`config.mk`:
```
export PLATFORM = sky130hd
export DESIGN_NAME = dp_issue_collect
export DESIGN_NICKNAME = d
export VERILOG_FILES = /design/src/rtl/hls_pkg.sv /design/src/rtl/result_fifo.sv /design/src/rtl/dp_issue_collect.sv
export SDC_FILE = /design/constraint.sdc
export NUM_CORES = 1
export LEC_CHECK = 0
export ABC_AREA = 0
export BUFFER_PORTS_ARGS = -buffer_cell sky130_fd_sc_hd__buf_2
export CAP_MARGIN = 5
export CORE_MARGIN = 3
export CORE_UTILIZATION = 57
export CTS_CLUSTER_DIAMETER = 100
export CTS_CLUSTER_SIZE = 40
export DETAILED_ROUTE_END_ITERATION = 7
export GPL_ROUTABILITY_DRIVEN = 0
export GPL_TIMING_DRIVEN = 0
export PLACE_DENSITY = 0.85
export RECOVER_POWER = 25
export SETUP_SLACK_MARGIN = 0.02
export SYNTH_ARGS = -nofsm -noshare
export SYNTH_HDL_FRONTEND = slang
export SYNTH_SLANG_ARGS = --single-unit
```
`constraint.sdc`:
```
create_clock -name Clk -period 5.1 [get_ports Clk]
set_input_delay 0.51 -clock Clk [delete_from_list [all_inputs] [get_ports Clk]]
set_output_delay 0.51 -clock Clk [all_outputs]
set_load 0.005 [all_outputs]
```
`src/rtl/hls_pkg.sv`:
```
// Shared constants and width helpers for the HLS datapath front ends.
package hls_pkg;

    localparam int unsigned DATAWIDTH_DEFAULT = 32;

    // Ceiling log2; clog2(1) = 0, clog2(4) = 2, clog2(5) = 3.
    function automatic int unsigned clog2(input int unsigned value);
        int unsigned result;
        result = 0;
        for (int unsigned i = 0; i < 32; i++) begin
            if (((value - 1) >> i) != 0) begin
                result = i + 1;
            end
        end
        return result;
    endfunction

endpackage

```
`src/rtl/result_fifo.sv`:
```
// Small synchronous result FIFO with extra-MSB pointers for full/empty detection.
module result_fifo
    import hls_pkg::*;
#(
    parameter int unsigned WIDTH = 2 * DATAWIDTH_DEFAULT,
    parameter int unsigned DEPTH = 4
) (
    input  logic             Clk,
    input  logic             Rst,
    input  logic             i_wr_en,
    input  logic [WIDTH-1:0] i_wr_data,
    input  logic             i_rd_en,
    output logic [WIDTH-1:0] o_rd_data,
    output logic             o_empty,
    output logic             o_full
);

    localparam int unsigned AW = clog2(DEPTH);
    localparam int unsigned PW = AW + 1;

    logic [PW-1:0]    r_wr_ptr;
    logic [PW-1:0]    r_rd_ptr;
    logic [WIDTH-1:0] r_mem [DEPTH];
    logic             w_do_rd;

    assign w_do_rd   = i_rd_en & ~o_empty;
    assign o_empty   = (r_wr_ptr == r_rd_ptr);
    assign o_full    = (r_wr_ptr[AW] != r_rd_ptr[AW]) &&
                       (r_wr_ptr[AW-1:0] == r_rd_ptr[AW-1:0]);
    assign o_rd_data = r_mem[r_rd_ptr[AW-1:0]];

    // Pointer update; wrap is natural modulo 2*DEPTH.
    always_ff @(posedge Clk or negedge Rst) begin
        if (!Rst) begin
            r_wr_ptr <= '0;
            r_rd_ptr <= '0;
        end else begin
            if (i_wr_en) r_wr_ptr <= r_wr_ptr + PW'(1);
            if (w_do_rd) r_rd_ptr <= r_rd_ptr + PW'(1);
        end
    end

    // Storage array; contents need no reset since empty gates visibility.
    always_ff @(posedge Clk) begin
        if (i_wr_en) r_mem[r_wr_ptr[AW-1:0]] <= i_wr_data;
    end

endmodule

```
`src/rtl/dp_issue_collect.sv`:
```
// Issue/collect front end: drives operand triples into a registered datapath
// and returns its z/x results in order, with credit-based flow control.
module dp_issue_collect
    import hls_pkg::*;
#(
    parameter int unsigned DATAWIDTH  = DATAWIDTH_DEFAULT,
    parameter int unsigned DP_LATENCY = 1,
    parameter int unsigned DEPTH      = 4
) (
    input  logic                 Clk,
    input  logic                 Rst,
    input  logic                 s_valid,
    output logic                 s_ready,
    input  logic [DATAWIDTH-1:0] s_a,
    input  logic [DATAWIDTH-1:0] s_b,
    input  logic [DATAWIDTH-1:0] s_c,
    output logic [DATAWIDTH-1:0] dp_a,
    output logic [DATAWIDTH-1:0] dp_b,
    output logic [DATAWIDTH-1:0] dp_c,
    input  logic [DATAWIDTH-1:0] dp_z,
    input  logic [DATAWIDTH-1:0] dp_x,
    output logic                 m_valid,
    input  logic                 m_ready,
    output logic [DATAWIDTH-1:0] m_z,
    output logic [DATAWIDTH-1:0] m_x
);

    localparam int unsigned CW = clog2(DEPTH + 1);

    logic [DP_LATENCY:0]     r_vpipe;
    logic [CW-1:0]           r_pending;
    logic                    w_accept;
    logic                    w_pop;
    logic                    w_fifo_wr;
    logic                    w_fifo_full;
    logic                    w_fifo_empty;
    logic [2*DATAWIDTH-1:0]  w_rd_data;

    // Credit check depends only on the pending register, never on m_ready.
    assign s_ready   = (r_pending < CW'(DEPTH));
    assign w_accept  = s_valid & s_ready;
    assign m_valid   = ~w_fifo_empty;
    assign w_pop     = m_valid & m_ready;
    assign w_fifo_wr = r_vpipe[DP_LATENCY];
    assign m_z       = w_rd_data[2*DATAWIDTH-1:DATAWIDTH];
    assign m_x       = w_rd_data[DATAWIDTH-1:0];

    // Operand registers feeding the datapath; hold when nothing is accepted.
    always_ff @(posedge Clk or negedge Rst) begin
        if (!Rst) begin
            dp_a <= '0;
            dp_b <= '0;
            dp_c <= '0;
        end else if (w_accept) begin
            dp_a <= s_a;
            dp_b <= s_b;
            dp_c <= s_c;
        end
    end

    // Valid pipeline marking when the datapath output belongs to an accepted op.
    always_ff @(posedge Clk or negedge Rst) begin
        if (!Rst) begin
            r_vpipe <= '0;
        end else begin
            r_vpipe <= {r_vpipe[DP_LATENCY-1:0], w_accept};
        end
    end

    // Outstanding-op counter: in-flight plus buffered results.
    always_ff @(posedge Clk or negedge Rst) begin
        if (!Rst) begin
            r_pending <= '0;
        end else if (w_accept && !w_pop) begin
            r_pending <= r_pending + CW'(1);
        end else if (w_pop && !w_accept) begin
            r_pending <= r_pending - CW'(1);
        end
    end

    result_fifo #(
        .WIDTH (2 * DATAWIDTH),
        .DEPTH (DEPTH)
    ) u_result_fifo (
        .Clk       (Clk),
        .Rst       (Rst),
        .i_wr_en   (w_fifo_wr),
        .i_wr_data ({dp_z, dp_x}),
        .i_rd_en   (w_pop),
        .o_rd_data (w_rd_data),
        .o_empty   (w_fifo_empty),
        .o_full    (w_fifo_full)
    );

    // Credits must make a write into a full FIFO impossible.
    a_no_overflow: assert property (@(posedge Clk) disable iff (!Rst) !(w_fifo_wr && w_fifo_full))
        else $error("result FIFO overflow");

endmodule

```
### Word-level counts from Yosys, hierarchy flattened

Memory sizes are Yosys's and may differ from the RTL's.
Cells that the tools add are included.

| word-level totals | value |
|---|---|
| register bits | 107 |
| memory bits (writable) | 256 |
| memories | 1 |
| input port bits | 164 |
| output and inout port bits | 162 |

Memories:

| memory | depth | bits a word | rd ports | clocked after memory_dff | wr ports | line | text |
|---|---|---|---|---|---|---|---|
| u_result_fifo.r_mem | 4 | 64 | 1 | 0 | 1 | result_fifo.sv:23 | `logic [WIDTH-1:0] r_mem [DEPTH];` |

| operators by class | value |
|---|---|
| $lt $le $gt $ge | 1 |
| equal/unequal tests | 1 |
| bitwise logic cells | 4 |
| multiplexer cells | 4 |
| reductions and logical operators | 5 |
| add/sub/neg operators | 4 |

Operators with widths:

| kind | count |
|---|---|
| 3-bit by 1-bit adder with 3-bit output, second input constant | 3 |
| 3-bit 2-to-1 mux | 2 |
| 1-bit AND | 3 |
| 3-bit equality test | 1 |
| 3-bit less-than comparator, second input constant | 1 |
| 3-bit by 1-bit subtractor with 3-bit output, second input constant | 1 |
| 1-bit logical AND | 2 |
| 1-bit zero test | 2 |
| 1-bit 2-to-1 mux | 2 |
| 2-bit nonzero test | 1 |
| 1-bit NOT | 1 |

### Depth between registers and ports, before layout

| depth | value |
|---|---|
| depth in word-level cells | 6 |
| gate-level depth with buffers | 10 |
| mapped depth without buffers | 8 |

### Cells and area by module

A second synthesis with hierarchy kept.

| second synthesis, totals | value |
|---|---|
| cells, all modules | 599 |
| area total of the unflattened synthesis | 13,573.0 um^2 |

By module, submodules not included:

| module | instances | area each (um^2) | cells each |
|---|---|---|---|
| result_fifo | 1 | 9,670.5 | 378 |
| dp_issue_collect | 1 | 3,902.5 | 221 |

### Worst setup path after synthesis

No wires, ideal clock.

| timing | value |
|---|---|
| path kind | register to register |
| start | register u_result_fifo.r_wr_ptr[1] |
| end | memory u_result_fifo.r_mem[1][0] (netlist bit) (enable) |
| cell stages (with the launch flop) | 4 |
| required time | 4.671 ns |
| data arrival time | 2.166 ns |
| slack | 2.505 ns |
| cell sequence | dfrtp_1 -> inv_1 -> ha_1 -> and2_1 |

RTL lines:

| what | line | text |
|---|---|---|
| start, declared | result_fifo.sv:21 | `logic [PW-1:0] r_wr_ptr;` |
| start signal, assigned | result_fifo.sv:38 | `if (i_wr_en) r_wr_ptr <= r_wr_ptr + PW'(1);` |
| end, declared | result_fifo.sv:23 |  |

No word-level cell before the write port.

### Final worst setup path

| timing | value |
|---|---|
| start | register u_result_fifo.r_rd_ptr[1] |
| end | output port m_x[6] |

| between the ends | value |
|---|---|
| longest elaborated chain between the ends | 1 |

Ends and longest elaborated chain:

| what | line | text |
|---|---|---|
| start, declared | result_fifo.sv:22 | `logic [PW-1:0] r_rd_ptr;` |
| start signal, assigned | result_fifo.sv:39 | `if (w_do_rd) r_rd_ptr <= r_rd_ptr + PW'(1);` |
| memory read 4 x 64 bit | - |  |
| end, declared | dp_issue_collect.sv:25 | `output logic [DATAWIDTH-1:0] m_x` |

No other way between the ends.

==> flow_metrics.env <==
export IMPL_outcome="completed"
export IMPL_fin_setup_tns_ns=0
export IMPL_grt_max_degree=62
export IMPL_endpoint="m_x[6]"
export IMPL_ir_worst_vdd_v=0.000467
export IMPL_worstRegToRegCells=8
export IMPL_drtAntennaViolNets=0
export IMPL_routed_wl_microns=27400
export IMPL_drtPass1Iterations=5
export IMPL_comb_power_share_pct=33.7
export IMPL_fin_nets=1106
export IMPL_rr_endpoint="r_pending[2]$_DFFE_PN0P_"
export IMPL_first_iter_violations=420
export IMPL_overflow=0
export IMPL_worstSkewPairLatency_ns=0.50
export IMPL_cts_hold_fix_buffers=0
export IMPL_synth_seq_cells=363
export IMPL_placed_area_sq_mm=0.0156
export IMPL_seqCellArea_sq_mm=0.0104
export IMPL_syn_instance_count=590
export IMPL_post_cts_resized=0
export IMPL_drv_slew=0
export IMPL_syn_avg_cell_area_sq_um=22.7
export IMPL_clock_path_buffers=3
export IMPL_r2r_slack_ns=2.85
export IMPL_required_ns=4.59
export IMPL_ioPinCount=326
export IMPL_grt_usage_pct=21.5
export IMPL_die_area_sq_mm=0.0254
export IMPL_netlist_area_sq_mm=0.0134
export IMPL_coreArea_sq_mm=0.0228
export IMPL_p_leak_nw=5.98
export IMPL_skew_ns=0.0146
export IMPL_crit_family="buffers and inverters"
export IMPL_ys_types=26
export IMPL_hp_class="in2async"
export IMPL_post_cts_setup_buffers=0
export IMPL_ys_warn_count=0
export IMPL_dp_hpwl_microns=19600
export IMPL_stdcell_area_sq_mm=0.0159
export IMPL_rsz0062_at_grt="no"
export IMPL_crit_slowest_cell="buf_1"
export IMPL_cts_tree="yes"
export IMPL_path_class="reg2out"
export IMPL_maxSlewHeadroom_pct=52.7
export IMPL_synth_fp_nets=761
export IMPL_cellPowerDensity_mw_per_mm2=522
export IMPL_cts_root_buf="clkbuf_16"
export IMPL_fp_row_count=55
export IMPL_area_growth_syn_to_layout_pct=18.6
export IMPL_routedWlPerCell_microns=21.7
export IMPL_intPower_mw=5.89
export IMPL_grt_pass1_vias=7481
export IMPL_drive_gt1_share_pct=51.0
export IMPL_hold_violations=0
export IMPL_fillers=1495
export IMPL_clkTransAtPathRegs_ns=0.12
export IMPL_cts_htree_levels=1
export IMPL_cp_startpoint="u_result_fifo.r_rd_ptr[1]$_DFFE_PN0P_"
export IMPL_period_share_pct=51.3
export IMPL_grt_pass1_wl_microns=42700
export IMPL_period_needed_ns=2.62
export IMPL_fp_dieW_microns=159
export IMPL_cts_sinks=363
export IMPL_antenna_found_initial=8
export IMPL_max_cap_violations=0
export IMPL_path_cells="buf_1, mux4_2, buf_2"
export IMPL_seq_area_frac_synth_pct=77.3
export IMPL_path_depth=3
export IMPL_p_sw_mw=2.40
export IMPL_r2r_start="u_result_fifo.r_wr_ptr[0]$_DFFE_PN0P_"
export IMPL_crit_arrival_ns=2.11
export IMPL_max_freq_ghz=0.382
export IMPL_setup_viol=0
export IMPL_clkPwrFrac_pct=15.8
export IMPL_tightestPinTransition_ns=0.710
export IMPL_initial_core_util_pct=58.7
export IMPL_num_vias=6891
export IMPL_crit_path_end_kind="primary output"
export IMPL_crit_buf_inv=2
export IMPL_multi_input_area_sq_mm=0.00285
export IMPL_drc_errors=0
export IMPL_port_buffers=325
export IMPL_pwr_share_seq_pct=50.5
export IMPL_cpPeakStageDelay_ns=0.57
export IMPL_netSwitchingFraction_pct=28.9
export IMPL_dieHeight_microns=159
export IMPL_crit_fanout=10
export IMPL_cts_made_buffers=13
export IMPL_viasPerCell=5.47
export IMPL_startpoint_type="flip-flop"
[Yosys cell counts (all sizes together)]
master  count  area [sq um]
a21o        1          7.51
a21oi       2          10.0
and2        4          25.0
buf        24           181
clkbuf      1          3.75
dfrtp     107          2680
edfxtp    256          7690
fa          1          20.0
ha          6          75.1
inv         4          15.0
mux2       97          1090
mux4       64          1440
nand2       2          7.51
nor2        1          3.75
nor2b       2          12.5
nor3        1          5.00
nor3b       1          7.51
nor4        2          12.5
o2111a      1          11.3
o21ai       2          10.0
o31ai       1          12.5
or3         1          6.26
xnor2       3          26.3
xor2        6          52.6
[worst register-to-register path, stage by stage, from the launching register on]
cell,delay [ns]
dfrtp_1,0.46
xor2_1,0.24
o31ai_2,0.39
ha_1,0.25
inv_1,0.06
fa_1,0.37
xor2_1,0.17
nor2_1,0.11
xnor2_1,0.12
[cells in the final DEF (no fill, tap or decap), drive strengths merged, types with 2 or more instances in the layout]
cell type / synthesis / routed
inv: 4 / 6
mux2: 97 / 97
xnor2: 3 / 3
ha: 6 / 6
o21ai: 2 / 2
diode: 0 / 9
and2: 4 / 4
a21oi: 2 / 2
buf: 24 / 297
nand2: 2 / 2
nor2b: 2 / 2
nor4: 2 / 2
clkbuf: 1 / 72
edfxtp: 256 / 256
dfrtp: 107 / 107
xor2: 6 / 6
mux4: 64 / 64
[cell type report]
class	count	area share (%)
clock buffer	14	2.07
buffer	25	1.16
clock inverter	3	0.268
inverter	4	0.0945
multi-input combinational	198	17.9
tap	313	2.46
antenna	9	0.142
sequential	363	65.2
timing repair buffer	330	10.7
[cell families (layout without fill, tap and decap cells)]
| family | after synthesis | count (layout) | share of synthesized area, % |
|---|---|---|---|
| flip-flops | 363 | 363 | 77.3 |
| multiplexers | 161 | 161 | 18.9 |
| buffers and inverters | 29 | 376 | 1.49 |
| AND/OR/NAND/NOR | 14 | 14 | 0.597 |
| XOR/XNOR | 9 | 9 | 0.588 |
| adder cells (fa/ha/maj) | 7 | 7 | 0.709 |
| AO/OA/AOI/OAI | 7 | 7 | 0.383 |
| other | 0 | 9 | 0 |
[metal layers]
metal,up-vias,wire (microns),global-route usage [%]
li1,3039,-,-
met1,3511,10300,27.4
met2,299,14100,36.7
met3,42,2190,5.83
met4,0,773,6.73
met5,-,0,0
[power groups by stage]
| stage | Combinational (mW) | Sequential [mW] | Clock, mW |
|---|---|---|---|
| floorplan | 1.58 | 4.26 | 0 |
| global placement | 2.76 | 4.23 | 0 |
| detailed placement | 2.86 | 4.25 | 0 |
| CTS | 2.86 | 4.19 | 1.35 |
| global route | 3.06 | 4.27 | 1.44 |
| finish | 2.79 | 4.19 | 1.31 |
[registers in the layout, summed over array words and instances, names as in the netlist]
signal / count
u_result_fifo.r_wr_ptr: 3
dp_b: 32
dp_a: 32
u_result_fifo.r_rd_ptr: 3
dp_c: 32
u_result_fifo.r_mem: 256
r_pending: 3
r_vpipe: 2
[through the flow]
stage / utilization (%) / cells / total power, mW / hold WS, ns / setup WS, ns
after floorplan: - / 590 / 5.84 / 0.214 / 2.51
after global placement: 67.5 / 1228 / 7.00 / 0.334 / 1.36
after detailed placement: 68.2 / 1233 / 7.10 / 0.337 / 2.69
after CTS: 69.8 / 1250 / 8.41 / 0.0246 / 2.44
after global routing: 69.6 / 1258 / 8.76 / 0.0439 / 2.38
final: 69.6 / 1259 / 8.29 / 0.0156 / 2.48
[worst min-delay path by stage]
stage                               from              endpoint  slack (ns)  cells after the start
CTS                                  Rst  dp_a[10]$_DFFE_PN0P_        0.02                      1
global route                         Rst  dp_a[26]$_DFFE_PN0P_        0.04                      1
global placement    r_vpipe[0]$_DFF_PN0_  r_vpipe[1]$_DFF_PN0_        0.33                      0
finish                               Rst   dp_a[3]$_DFFE_PN0P_        0.02                      1
detailed placement  r_vpipe[0]$_DFF_PN0_  r_vpipe[1]$_DFF_PN0_        0.34                      0
floorplan                            Rst   dp_a[0]$_DFFE_PN0P_        0.21                      0
(Power assumes the default switching activity.)
